## src/rtl/fsm_dwell_timer.sv

```systemverilog
// fsm_dwell_timer
// Per-state dwell timer for the FSM datapath. A prescaler divides the system
// clock into seconds. A saturating seconds counter then measures how long the
// FSM has been in its current non-idle state. Both counters clear whenever the
// FSM commits to a new state. A pause input freezes counting. A programmable
// timeout raises a one-cycle pulse and a sticky flag when the seconds count
// reaches the limit.
// Modes: IDLE (hold), RUN, PAUSE (hold) and CLEAR (state change).
// The timer state is the registers alone; there is no internal FSM.

module fsm_dwell_timer #(
    parameter int STATE_W   = 4,
    parameter int IDLE_CODE = 0,
    parameter int TICKS     = 50_000_000,
    parameter int SEC_W     = 8,
    parameter int T_W       = $clog2(TICKS)
) (
    input  logic               clk,
    input  logic               rst,
    input  logic [STATE_W-1:0] state_next,
    input  logic [STATE_W-1:0] state_reg,
    input  logic               pause,
    input  logic [SEC_W-1:0]   limit,
    output logic [T_W-1:0]     t,
    output logic [SEC_W-1:0]   sec_t,
    output logic               tick,
    output logic               expire_pulse,
    output logic               expired
);

    // Encoded constants, sized to the counters they are compared against
    localparam logic [T_W-1:0]     T_LAST    = T_W'(TICKS - 1);
    localparam logic [T_W-1:0]     T_ZERO    = {T_W{1'b0}};
    localparam logic [T_W-1:0]     T_ONE     = T_W'(1'b1);
    localparam logic [SEC_W-1:0]   SEC_ZERO  = {SEC_W{1'b0}};
    localparam logic [SEC_W-1:0]   SEC_ONE   = SEC_W'(1'b1);
    localparam logic [SEC_W-1:0]   SEC_MAX   = {SEC_W{1'b1}};
    localparam logic [STATE_W-1:0] IDLE_ENC  = STATE_W'(IDLE_CODE);

    // Registered state; every output is driven straight from one of these
    logic [T_W-1:0]   t_r;
    logic [SEC_W-1:0] sec_t_r;
    logic             tick_r;
    logic             expire_pulse_r;
    logic             expired_r;

    // Next-state values computed combinationally
    logic [T_W-1:0]   t_nxt_s;
    logic [SEC_W-1:0] sec_t_nxt_s;
    logic             tick_nxt_s;
    logic             expire_pulse_nxt_s;
    logic             expired_nxt_s;

    // Decoded conditions
    logic             change_s;
    logic             active_s;
    logic             wrap_s;
    logic             sec_sat_s;
    logic [SEC_W-1:0] sec_inc_s;
    logic             hit_s;

    // Decode the per-edge conditions from the FSM inputs and counter state
    always_comb begin
        change_s  = (state_reg != state_next);
        active_s  = (state_reg != IDLE_ENC) && !pause;
        wrap_s    = (t_r == T_LAST);
        sec_sat_s = (sec_t_r == SEC_MAX);
        sec_inc_s = sec_t_r + SEC_ONE;
        // The limit only matters at the moment the seconds count steps onto it.
        // A saturated counter does not step, so it never re-fires the timeout.
        hit_s     = !sec_sat_s && (limit != SEC_ZERO) && (sec_inc_s == limit);
    end

    // Next-state logic in priority order: clear, hold, count, wrap
    always_comb begin
        t_nxt_s            = t_r;
        sec_t_nxt_s        = sec_t_r;
        tick_nxt_s         = 1'b0;
        expire_pulse_nxt_s = 1'b0;
        expired_nxt_s      = expired_r;
        if (change_s) begin
            // A new state commits: the dwell clock starts again from zero,
            // even in idle or while paused. A wrap on this edge is dropped.
            t_nxt_s            = T_ZERO;
            sec_t_nxt_s        = SEC_ZERO;
            tick_nxt_s         = 1'b0;
            expire_pulse_nxt_s = 1'b0;
            expired_nxt_s      = 1'b0;
        end else if (!active_s) begin
            // Idle or paused: the counters and the sticky flag hold
            t_nxt_s            = t_r;
            sec_t_nxt_s        = sec_t_r;
            tick_nxt_s         = 1'b0;
            expire_pulse_nxt_s = 1'b0;
            expired_nxt_s      = expired_r;
        end else if (!wrap_s) begin
            t_nxt_s            = t_r + T_ONE;
            sec_t_nxt_s        = sec_t_r;
            tick_nxt_s         = 1'b0;
            expire_pulse_nxt_s = 1'b0;
            expired_nxt_s      = expired_r;
        end else begin
            // The prescaler wraps: one second has elapsed
            t_nxt_s    = T_ZERO;
            tick_nxt_s = 1'b1;
            if (sec_sat_s) begin
                sec_t_nxt_s = sec_t_r;
            end else begin
                sec_t_nxt_s = sec_inc_s;
            end
            if (hit_s) begin
                expire_pulse_nxt_s = 1'b1;
                expired_nxt_s      = 1'b1;
            end else begin
                expire_pulse_nxt_s = 1'b0;
                expired_nxt_s      = expired_r;
            end
        end
    end

    // Timer registers with asynchronous clear
    always_ff @(posedge clk or posedge rst) begin
        if (rst) begin
            t_r            <= T_ZERO;
            sec_t_r        <= SEC_ZERO;
            tick_r         <= 1'b0;
            expire_pulse_r <= 1'b0;
            expired_r      <= 1'b0;
        end else begin
            t_r            <= t_nxt_s;
            sec_t_r        <= sec_t_nxt_s;
            tick_r         <= tick_nxt_s;
            expire_pulse_r <= expire_pulse_nxt_s;
            expired_r      <= expired_nxt_s;
        end
    end

    assign t            = t_r;
    assign sec_t        = sec_t_r;
    assign tick         = tick_r;
    assign expire_pulse = expire_pulse_r;
    assign expired      = expired_r;

endmodule

```

## config.mk

```make
export PLATFORM = sky130hd
export DESIGN_NAME = fsm_dwell_timer
export DESIGN_NICKNAME = d
export VERILOG_FILES = /design/src/rtl/fsm_dwell_timer.sv
export SDC_FILE = /design/constraint.sdc
export NUM_CORES = 1
export LEC_CHECK = 0
export ABC_AREA = 0
export CAP_MARGIN = 20
export CELL_PAD_IN_SITES_DETAIL_PLACEMENT = 2
export CELL_PAD_IN_SITES_GLOBAL_PLACEMENT = 2
export CORE_MARGIN = 4
export CORE_UTILIZATION = 27
export CTS_CLUSTER_DIAMETER = 100
export DETAILED_ROUTE_END_ITERATION = 8
export PLACE_DENSITY_LB_ADDON = 0.05
export SKIP_LAST_GASP = 1
export SLEW_MARGIN = 20
export SYNTH_ARGS = -nofsm -noshare
export SYNTH_HDL_FRONTEND = slang
export SYNTH_SLANG_ARGS = --single-unit
```

## constraint.sdc

```tcl
create_clock -name clk -period 2.35 [get_ports clk]
set_clock_uncertainty 0.15 [all_clocks]
set_input_delay 0.3525 -clock clk [delete_from_list [all_inputs] [get_ports clk]]
set_output_delay 0.3525 -clock clk [all_outputs]
set_load 0.01 [all_outputs]
```

==> impl_results.md <==
* Outcome: finished, final reports clean
* Placer Congestion at roughly 0.74
* Arr. time, crit path at about 2.3 ns
* Metal2 WL at 4073 µm
* Mapped Cells at approximately 250
* Post-synth EDFFs at 0
* Post-Syn Area at approximately 0.0023 mm²
* Worst skew pair latency at around 0.3 ns
* Critical R2R Launch: t[11]$_DFFE_PP0P_
* Die Width at approximately 100 µm
* # rows at 33
* Syn-to-layout area delta at 45.82%
* Switching Share at approximately a quarter
* Clock-pin slew on the worst setup and hold paths at 0.08 ns
* Final non-filler cell total at 450
* Post-synth top area share at between 40 and 50%
* Count leader, synth: dfrtp_1
* Slew Viols, Final at 0
* Crit path required time at 2.39 ns
* Worst r2r path cells at 6
* RSZ-0062 raised after global routing: yes
* First drt pass iteration count at 4
* Gr ovfl total at 0
* NetSw at approximately 320 µW
* CP Cell Sequence: or4b_1 > nor4b_4 > buf_4 > and4_4 > a31oi_1 > a41o_1
* Routed Antenna Nets at 0
* Clock Tree Buf Depth at 2
* FFs w/ async S/R, synth at between 90% and 100%
* Combinational share of power at under 10%
* Syn Area/Cell at between 9 and 10 µm²
* Clock root buffer: clkbuf_8
* Metal3 WL at between 200 and 250 µm
* Post-synth top cells: dfrtp_1 (37), nor2_1 (28), nand2_1 (17), xnor2_1 (17)
* FF-to-FF setup slack at roughly 0.14 ns
* Min Tclk post-route at 2.213 ns
* CTS tree: yes
* Synthesized Nets at 273
* Core footprint at roughly 0.0083 mm²
* Uppermost layer routed: met4
* Worst hold margin at 0.3228 ns
* Number of distinct library cells after synthesis at 48
* Initial antenna violation count at 0
* Area contributors post-synth: dfrtp_1 (40%), xnor2_1 (6.5%), xor2_1 (4.9%), nor2_1 (4.6%), a21oi_1 (2.8%)
* Yosys reg bits at 37
* Wl on met1 at 4084 µm
* Max-slew headroom at 61.74%
* Layout cells sized above 1 at 16.52%
* PortBufs at 55
* Avg Vias per Cell at around 5.3
* Placed cell count at between 400 and 500
* Initial core utilization at 27.88%
* H-Tree Depth at 2
* Final Cell Area at ~0.0034 mm²
* DRT iter0 DRCs at between 40 and 50
* Nature of the critical path endpoint: flop
* First-pass GRT wire length at 14,020 µm
* Wire length per cell at approximately 19 µm
* Largest fanout on the critical path at 5
* Power Total at roughly 1300 µW
* Power Density at around 380 mW/mm²
* Crit share post-route at ~94%
* Vias in the first global route at approximately 2.7k
* IO Pins at 56
* Fmax at between 400 and 500 MHz
* # setup viols final at 0
* Area leader, netlist: dfrtp_1
* Main synth FF type: dfrtp_1
* DP Area at 0.003226 mm²
* Final nets at roughly 370
* Ys Warns at 0
* Total CTS buffers at 5
* Antenna Cells at 0
* Internal power at between 900 and 1000 µW
* Cts-stage hold buffer count at 0
* DRC Markers at 0
* Seq pwr share at between 40% and 50%
* VDD IR max at 0.1667 mV
* Total track usage at approximately 18%
* R2R Path End: sec_t[2]$_DFFE_PP0P_
* WS Path Type: flop to flop
* Die H at 100.3 µm
* Post-synthesis sequential area ratio at roughly 40%
* Die Area at 0.01007 mm²
* WL final at between 8000 and 9000 µm
* Largest net degree at the start of global routing at 38
* Clk sinks at 37
* Slowest-stage cell, CP: or4b_1
* Slew @ Worst Pin at approximately 0.57 ns
* CP Launch Type: flop
* Final Hold Fails at 0
* Clock share of power at between 40% and 50%
* Max Cap Viol at 0
* Vias at 2,381
* Worst hold path class: input port to asynchronous set/reset pin
* Pleak at around 0.0013 µW
* Slowest stage delay, CP at roughly 0.57 ns
* FILL cells at between 900 and 1k
* HPWL Detailed at about 6500 µm
-- cell type report --
class	count	area, µm²	area share, %
Inverter	6	22.52	0.6709
Tap cell	105	131.4	3.914
Sequential cell	37	925.9	27.58
Clock buffer	7	96.34	2.870
Clock inverter	1	5.005	0.1491
Multi-Input combinational cell	200	1333	39.69
Timing Repair Buffer	94	843.3	25.12
-- critical path: cells and delay by family (launching register included) --
kind	cells	cell delay (ns)
AO/OA/AOI/OAI	2	0.30
buffers and inverters	1	0.15
flip-flops	1	0.43
AND/OR/NAND/NOR	3	1.06
-- how the worst max path moves through the flow --
stage | from | to | slack, ns | cells past startpoint
after floorplan | t[7]$_DFFE_PP0P_ | sec_t[7]$_DFFE_PP0P_ | 0.04 | 6
after global placement | state_reg[3] | t[18]$_DFFE_PP0P_ | -0.01 | 8
after detailed placement | state_reg[1] | t[20]$_DFFE_PP0P_ | -0.06 | 8
after CTS | t[11]$_DFFE_PP0P_ | sec_t[4]$_DFFE_PP0P_ | 0.005 | 6
after global routing | t[7]$_DFFE_PP0P_ | sec_t[7]$_DFFE_PP0P_ | -0.01 | 5
final | t[11]$_DFFE_PP0P_ | sec_t[2]$_DFFE_PP0P_ | 0.14 | 6
-- cell usage in the layout (no fill, tap or decap), drive strengths merged, types with 6 or more instances in the layout --
cell type / count
a21oi: 13
buf: 39
clkbuf: 7
clkdlybuf4s50: 55
dfrtp: 37
inv: 6
nand2: 17
nand3: 8
nand4: 11
nor2: 28
nor3: 8
o2111ai: 6
o21ai: 12
or3: 7
xnor2: 17
xor2: 13
-- power by group through the flow --
stage / registers (µW) / clock network (µW) / logic [µW]
6_report: 637 / 524 / 119
5_1_grt: 637 / 569 / 132
4_1_cts: 637 / 538 / 123
3_5_place_dp: 650 / 0 / 122
3_3_place_gp: 650 / 0 / 120
2_1_floorplan: 650 / 0 / 51.0
-- repair_timing --
action,in CTS,in global routing
resized for setup,0,5
cloned,0,0
pin swaps,2,1
setup endpoints to repair,1,20
buffers inserted,1,0
-- registers in the layout (all words and copies together) (netlist names) --
register,count
tick,1
t,26
sec_t,8
expire_pulse,1
expired,1
-- kinds of logic after synthesis --
family / synth area share, %
simple gates: 27.77
compound gates: 16.20
flops: 40.22
xor+xnor: 11.41
buf+inv: 2.880
fa+ha+maj: 1.087
mux: 0.4348
-- metrics by stage --
| step | worst slack (ns) | utilization [%] | setup TNS [ns] |
|---|---|---|---|
| 2_1_floorplan | 0.03696 | - | 0 |
| 3_3_place_gp | -0.01492 | 39.06 | -0.01492 |
| 3_5_place_dp | -0.05683 | 39.06 | -0.1713 |
| 4_1_cts | 0.005477 | 40.38 | 0 |
| 5_1_grt | -0.01115 | 40.65 | -0.01115 |
| 6_report | 0.1366 | 40.65 | 0 |
-- metal layers --
| layer | vias to the layer above | track usage [%] |
|---|---|---|
| met5 | - | 0 |
| met4 | 0 | 4.767 |
| met3 | 8 | 2.502 |
| met2 | 40 | 29.26 |
| met1 | 1207 | 24.09 |
| li1 | 1126 | - |
Note: power is estimated with default switching activity, not from simulation.
